[src/rtl/knap_search_ctrl.sv]
// Exhaustive-search sequencer: sweeps every item-selection vector into an external
// combinational knapsack checker and keeps the best valid selection and the valid count.
module knap_search_ctrl #(
  parameter int N_ITEMS = 6,
  parameter int VW      = 6
) (
  input  logic               clk,
  input  logic               rst,
  input  logic               start,
  input  logic               abort,
  input  logic               hold,
  output logic [N_ITEMS-1:0] cand,
  input  logic               chk_valid,
  input  logic [VW-1:0]      chk_value,
  output logic               busy,
  output logic               done,
  output logic               found,
  output logic [N_ITEMS-1:0] best_sel,
  output logic [VW-1:0]      best_value,
  output logic [N_ITEMS:0]   num_valid
);

  typedef enum logic [1:0] {S_IDLE, S_SWEEP, S_DRAIN, S_DONE} state_t;

  state_t               r_state;
  logic [N_ITEMS-1:0]   r_cand;
  logic                 r_busy;
  logic                 r_done;
  logic                 r_s1_vld;
  logic                 r_s1_valid;
  logic [VW-1:0]        r_s1_value;
  logic [N_ITEMS-1:0]   r_s1_sel;
  logic                 r_found;
  logic [N_ITEMS-1:0]   r_best_sel;
  logic [VW-1:0]        r_best_value;
  logic [N_ITEMS:0]     r_num_valid;

  always_ff @(posedge clk or posedge rst) begin
    if (rst) begin
      r_state      <= S_IDLE;
      r_cand       <= '0;
      r_busy       <= 1'b0;
      r_done       <= 1'b0;
      r_s1_vld     <= 1'b0;
      r_s1_valid   <= 1'b0;
      r_s1_value   <= '0;
      r_s1_sel     <= '0;
      r_found      <= 1'b0;
      r_best_sel   <= '0;
      r_best_value <= '0;
      r_num_valid  <= '0;
    end else begin
      r_done <= 1'b0;

      // Strictly-greater compare keeps the lower-index selection on a tie.
      if (r_s1_vld && r_s1_valid) begin
        r_num_valid <= r_num_valid + (N_ITEMS+1)'(1);
        if (!r_found || (r_s1_value > r_best_value)) begin
          r_best_sel   <= r_s1_sel;
          r_best_value <= r_s1_value;
          r_found      <= 1'b1;
        end
      end

      case (r_state)
        S_IDLE: begin
          if (start) begin
            r_state      <= S_SWEEP;
            r_cand       <= '0;
            r_busy       <= 1'b1;
            r_found      <= 1'b0;
            r_best_sel   <= '0;
            r_best_value <= '0;
            r_num_valid  <= '0;
          end
        end

        S_SWEEP: begin
          if (abort) begin
            r_state      <= S_IDLE;
            r_busy       <= 1'b0;
            r_cand       <= '0;
            r_s1_vld     <= 1'b0;
            r_found      <= 1'b0;
            r_best_sel   <= '0;
            r_best_value <= '0;
            r_num_valid  <= '0;
          end else if (hold) begin
            r_s1_vld <= 1'b0;
          end else begin
            r_s1_vld   <= 1'b1;
            r_s1_valid <= chk_valid;
            r_s1_value <= chk_value;
            r_s1_sel   <= r_cand;
            if (&r_cand) begin
              r_state <= S_DRAIN;
            end else begin
              r_cand <= r_cand + N_ITEMS'(1);
            end
          end
        end

        S_DRAIN: begin
          r_s1_vld <= 1'b0;
          r_cand   <= '0;
          r_busy   <= 1'b0;
          if (abort) begin
            r_state      <= S_IDLE;
            r_found      <= 1'b0;
            r_best_sel   <= '0;
            r_best_value <= '0;
            r_num_valid  <= '0;
          end else begin
            r_state <= S_DONE;
            r_done  <= 1'b1;
          end
        end

        default: begin
          r_state <= S_IDLE;
          r_cand  <= '0;
        end
      endcase
    end
  end

  assign cand       = r_cand;
  assign busy       = r_busy;
  assign done       = r_done;
  assign found      = r_found;
  assign best_sel   = r_best_sel;
  assign best_value = r_best_value;
  assign num_valid  = r_num_valid;

endmodule

[config.mk]
export PLATFORM = sky130hd
export DESIGN_NAME = knap_search_ctrl
export DESIGN_NICKNAME = d
export VERILOG_FILES = /design/src/rtl/knap_search_ctrl.sv
export SDC_FILE = /design/constraint.sdc
export NUM_CORES = 1
export LEC_CHECK = 0
export BUFFER_PORTS_ARGS = -buffer_cell sky130_fd_sc_hd__buf_4
export CELL_PAD_IN_SITES_DETAIL_PLACEMENT = 0
export CELL_PAD_IN_SITES_GLOBAL_PLACEMENT = 1
export CORE_MARGIN = 3
export CORE_UTILIZATION = 48
export CTS_BUF_LIST = sky130_fd_sc_hd__clkbuf_8
export CTS_CLUSTER_SIZE = 16
export DETAILED_ROUTE_END_ITERATION = 10
export PLACE_DENSITY = 0.91
export SYNTH_ARGS = -nofsm -noshare
export SYNTH_HDL_FRONTEND = slang
export SYNTH_SLANG_ARGS = --single-unit
[constraint.sdc]
create_clock -name clk -period 4.01 [get_ports clk]
set_input_delay 0.401 -clock clk [delete_from_list [all_inputs] [get_ports clk]]
set_output_delay 0.401 -clock clk [all_outputs]
set_load 0.02 [all_outputs]
== Word level (Yosys, flattened, before mapping) ==
Cells that the tools add are included.
Cells by class
  $add $sub $neg: 2
  magnitude comparators: 1
  equal/unequal tests: 7
  multiplexer cells: 38
  bitwise operators: 2
  reduce and logical (&&, ||, !) cells: 12
Operator list (number)
  $mux W6: 12
  $pmux W6 S2: 3
  $mux W7: 3
  $pmux W7 S2: 1
  $reduce_and A3 Y1: 4
  $mux W1: 10
  $mux W2: 5
  $ne A3 B3 Y1 const B: 3
  $add A7 B1 Y7 const B: 1
  $add A6 B1 Y6 const B: 1
  $gt A6 B6 Y1: 1
  $pmux W2 S3: 1
  $reduce_and A6 Y1: 1
  $ne A2 B2 Y1 const B: 2
  $pmux W1 S2: 2
  $pmux W1 S3: 1
  $reduce_bool A3 Y1: 1
  $eq A2 B1 Y1 const B: 1
  $eq A2 B2 Y1 const B: 1
  $logic_not A2 Y1: 1
  $not A1 Y1: 2
  $reduce_bool A2 Y1: 1
  $reduce_or A2 Y1: 1
  $logic_and A1 B1 Y1: 1
  other kinds (2): 2
Storage, ports and cells
  bits in registers: 44
  input port bits: 12
  output and inout bits: 28
  logic and storage cells: 74

== Longest topological paths before layout ==
  word-level depth: 6
  depth in mapped cells: 8
  gate-level depth less buffers: 6

== Worst setup path before layout ==
No wires, ideal clock.
  path type: register -> register
  start point: register r_best_value[5], in the netlist best_value[5]
  end point: register r_best_sel[0], in the netlist best_sel[0]
  setup time: 79 ps
  data arrival time: 1801 ps
  data required time: 3931 ps
  path slack: 2130 ps
  stages on the path, launching flop included: 8
  buffers on the path: 1
  clock period less this slack: 1880 ps
  path through: dfrtp_1 -> inv_1 -> ha_1 -> nand4_1 -> o21bai_1 -> a31oi_1 -> buf_4 -> mux2i_1
On the way
  word-level cells in the longest chain between the ends: 6
  elaborated cells on any way between the ends: 7
  those cells by class: order compare: 1; mux: 5; reduce/logical: 1
RTL lines
  start: declaration: RTL line 35  | logic [VW-1:0] r_best_value;
  start signal: assignment: RTL line 60  | r_best_value <= r_s1_value;
  $gt A6 B6 Y1 *: RTL line 58  | if (!r_found || (r_s1_value > r_best_value)) begin
  $logic_or A1 B1 Y1 *: RTL line 58
  $mux W6 *: RTL line 58
  $mux W6 *: RTL line 56  | if (r_s1_vld && r_s1_valid) begin
  $mux W6, on equally long branches: RTL line 79, 107, 67
  $pmux W6 S2 *: RTL line 65  | case (r_state)
  end signal: assignment: RTL line 59  | r_best_sel <= r_s1_sel;
  end: declaration: RTL line 34  | logic [N_ITEMS-1:0] r_best_sel;
Mark *: on every way between the ends. The rest lies on a longest branch, timed or not.
A chain may end at the register's enable or synchronous reset.

== Worst setup path after layout ==
  start point: register r_best_value[5], in the netlist best_value[5]
  end point: register r_best_sel[5], in the netlist best_sel[5]
Same word-level chain as after synthesis.

==> results.sh <==
export IMPL_synthXorXnorAreaFrac=0.0200
export IMPL_regArea_um2=1100
export IMPL_worst_clock_skew_ns=0.00801
export IMPL_globalRoute_totalOverflow=0
export IMPL_outcome="finished clean"
export IMPL_core_area_um2=4200
export IMPL_clock_fmax_mhz=461
export IMPL_synth_top_flop_cell="dfrtp_1"
export IMPL_cts_htree_levels=2
export IMPL_grt_pass1_wl_um=6890
export IMPL_io_buffers=39
export IMPL_grt_pass1_vias=1548
export IMPL_slew_violations=0
export IMPL_setup_viol=0
export IMPL_rows=23
export IMPL_hpwl_um=2930
export IMPL_die_h_um=73.5
export IMPL_syn_to_final_growth_pct=20.1
export IMPL_drc=0
export IMPL_hold_class="primary input to async pin"
export IMPL_synth_compound_area_frac=0.0760
export IMPL_ys_seq_elements=44
export IMPL_fin_crit_sh=0.541
export IMPL_wl_per_cell_um=13.6
export IMPL_layout_drive_gt1_share=0.260
export IMPL_tns_ns=0
export IMPL_hold_viol_final=0
export IMPL_firstDrtPassIters=4
export IMPL_syn_area_um2=2190
export IMPL_cp_num_buf_inv=2
export IMPL_start_kind="flop"
export IMPL_io_pins=40
export IMPL_cts_buffers=5
export IMPL_synthArstFlopShare=1.00
export IMPL_rsz0062_at_grt="false"
export IMPL_post_cts_buffers=0
export IMPL_grt_usage=0.167
export IMPL_detail_route_antenna_nets=0
export IMPL_worst_ep_required_time_ns=4.22
export IMPL_worst_pin_slew_ns=0.926
export IMPL_drt_wl_total_um=4040
export IMPL_ys_types=36
export IMPL_cp_max_fo=8
export IMPL_slowest_stage="a31oi_1"
export IMPL_worstSetupPathType="flop to flop"
export IMPL_postLayoutCoreUtil=0.626
export IMPL_endpoint_kind="flop"
export IMPL_clock_latency_ns=0.29
export IMPL_cts_buffer_depth=2
export IMPL_synth_area_leader_cell="dfrtp_1"
export IMPL_yosysMostFrequentCell="dfrtp_1"
export IMPL_cts_reportedPaths_clkPinSlew_ns=0.08
export IMPL_power_leakage_nw=1.24
export IMPL_cpPeakStageDelay_ns=0.53
export IMPL_ir_drop_mv=0.288
export IMPL_power_density_nw_per_um2=559
export IMPL_syn_avg_cell_area_um2=10.8
export IMPL_root_buffer="clkbuf_8"
export IMPL_vias=1578
export IMPL_grt_max_degree=45
export IMPL_crit_arrival_ns=2.38
export IMPL_yosysSeqAreaShare=0.503
export IMPL_syn_nets=227
export IMPL_synth_area_leaders="dfrtp_1 50%, mux2_2 7.2%, ha_1 6.9%, mux2i_1 6.4%, nand2_1 6.0%"
export IMPL_antenna_cells=0
export IMPL_slew_headroom=0.378
export IMPL_fin_area_um2=2630
export IMPL_placed_area_um2=2520
export IMPL_nets=269
export IMPL_gp_congestion=0.758
export IMPL_min_period_ns=2.17
export IMPL_critPathTopFamily="compound AO/OA/AOI/OAI gates"
export IMPL_postSynthCellCount=203
export IMPL_die_area_um2=5410
export IMPL_die_x_um=73.5
export IMPL_antenna_found_initial=0
export IMPL_post_cts_resized=0
export IMPL_drv_cap=0
export IMPL_first_iter_violations=64
export IMPL_fill_cells=378
export IMPL_synthSimpleGateAreaFrac=0.161
export IMPL_pre_cts_slack_ns=1.88
export IMPL_cts_hold_buf=0
export IMPL_tritoncts="built"
export IMPL_worstPathCellList="inv_1 -> ha_1 -> nand4_1 -> o21bai_1 -> a31oi_1 -> buf_4 -> mux2i_1"
export IMPL_synthTopCellsByCount="44 x dfrtp_1, 35 x nand2_1, 14 x mux2_2, 14 x mux2i_1, 12 x ha_1"
export IMPL_setup_slack_ns=1.84
export IMPL_synth_area_mux_share=0.136
export IMPL_cts_sinks=44
export IMPL_yosys_warnings=0
export IMPL_multiInputGateArea_um2=1010
export IMPL_synth_fa_ha_area_frac=0.0686
export IMPL_start_util=0.521
export IMPL_vias_per_cell=5.33
export IMPL_synth_top_family_by_area="simple AND/OR/NAND/NOR gates"
export IMPL_synth_top_area_share=0.503
export IMPL_synth_edf_count=0
## through the flow
step	hold WS (ns)	instances	total power, mW
finish	0.244	296	1.47
global route	0.284	296	1.59
CTS	0.260	296	1.49
detailed placement	0.495	288	1.16
global placement	0.491	288	1.15
floorplan	0.481	203	1.02
## layout by cell type, fill, tap and decap left out, drive strengths merged, types with 3 or more instances in the layout
cell / count
o31ai: 3
nand3: 8
mux2i: 14
xor2: 3
nor2: 8
ha: 12
nor2b: 4
nor3: 4
buf: 41
inv: 12
nand2b: 3
a21oi: 3
or3: 3
o21bai: 3
o21ai: 7
clkbuf: 5
nand2: 35
mux2: 14
dfrtp: 44
## area by class of cell
cell class | count | area share
Multi-Input combinational cell | 142 | 0.384
Timing Repair Buffer | 41 | 0.117
Inverter | 11 | 0.0157
Sequential cell | 44 | 0.419
Clock inverter | 3 | 0.0147
Clock buffer | 5 | 0.0262
Tap cell | 50 | 0.0238
## per-layer routing
metal | vias up | share of wire | GRT usage
li1 | 782 | - | -
met1 | 767 | 0.46 | 0.214
met2 | 25 | 0.49 | 0.273
met3 | 4 | 0.038 | 0.0424
met4 | 0 | 0.0094 | 0.0604
met5 | - | 0 | 0
## final timing paths
path                          startpoint            end  slack (ns)  depth (start not counted)
setup / recovery           best_value[5]    best_sel[5]        1.84                          7
hold / removal                       rst   num_valid[4]        0.24                          3
max in group asynchronous            rst       r_s1_vld        3.40                          3
hold reg to reg              r_s1_sel[3]    r_s1_sel[3]        0.51                          1
setup reg to reg           best_value[5]    best_sel[5]        1.84                          7
min in group clk            chk_value[0]  r_s1_value[0]        0.31                          3
## cell families (layout without fill, tap and decap cells)
group           Yosys count  after routing
compound gates           23             23
xor+xnor                  5              5
fa+ha+maj                12             12
buf+inv                  17             60
flops                    44             44
mux                      28             28
simple gates             74             74
## flip-flops by register name (all words and copies together) (netlist names)
name,cells
best_sel,6
best_value,6
busy,1
cand,6
done,1
found,1
num_valid,7
r_s1_sel,6
r_s1_valid,1
r_s1_value,6
r_s1_vld,1
r_state,2
## worst register-to-register path, cell delays in order, from the launching register on
cell and delay [ns]:
dfrtp_1 0.38, inv_1 0.05, ha_1 0.31, nand4_1 0.12, o21bai_1 0.18, a31oi_1 0.53, buf_4 0.31, mux2i_1 0.22
## power breakdown
group	leakage [nW]	switching (mW)	internal, mW
Combinational	0.583	0.311	0.236
Clock	0.0593	0.142	0.182
Sequential	0.593	0.0691	0.530
Power figures use the tool's default switching activity.
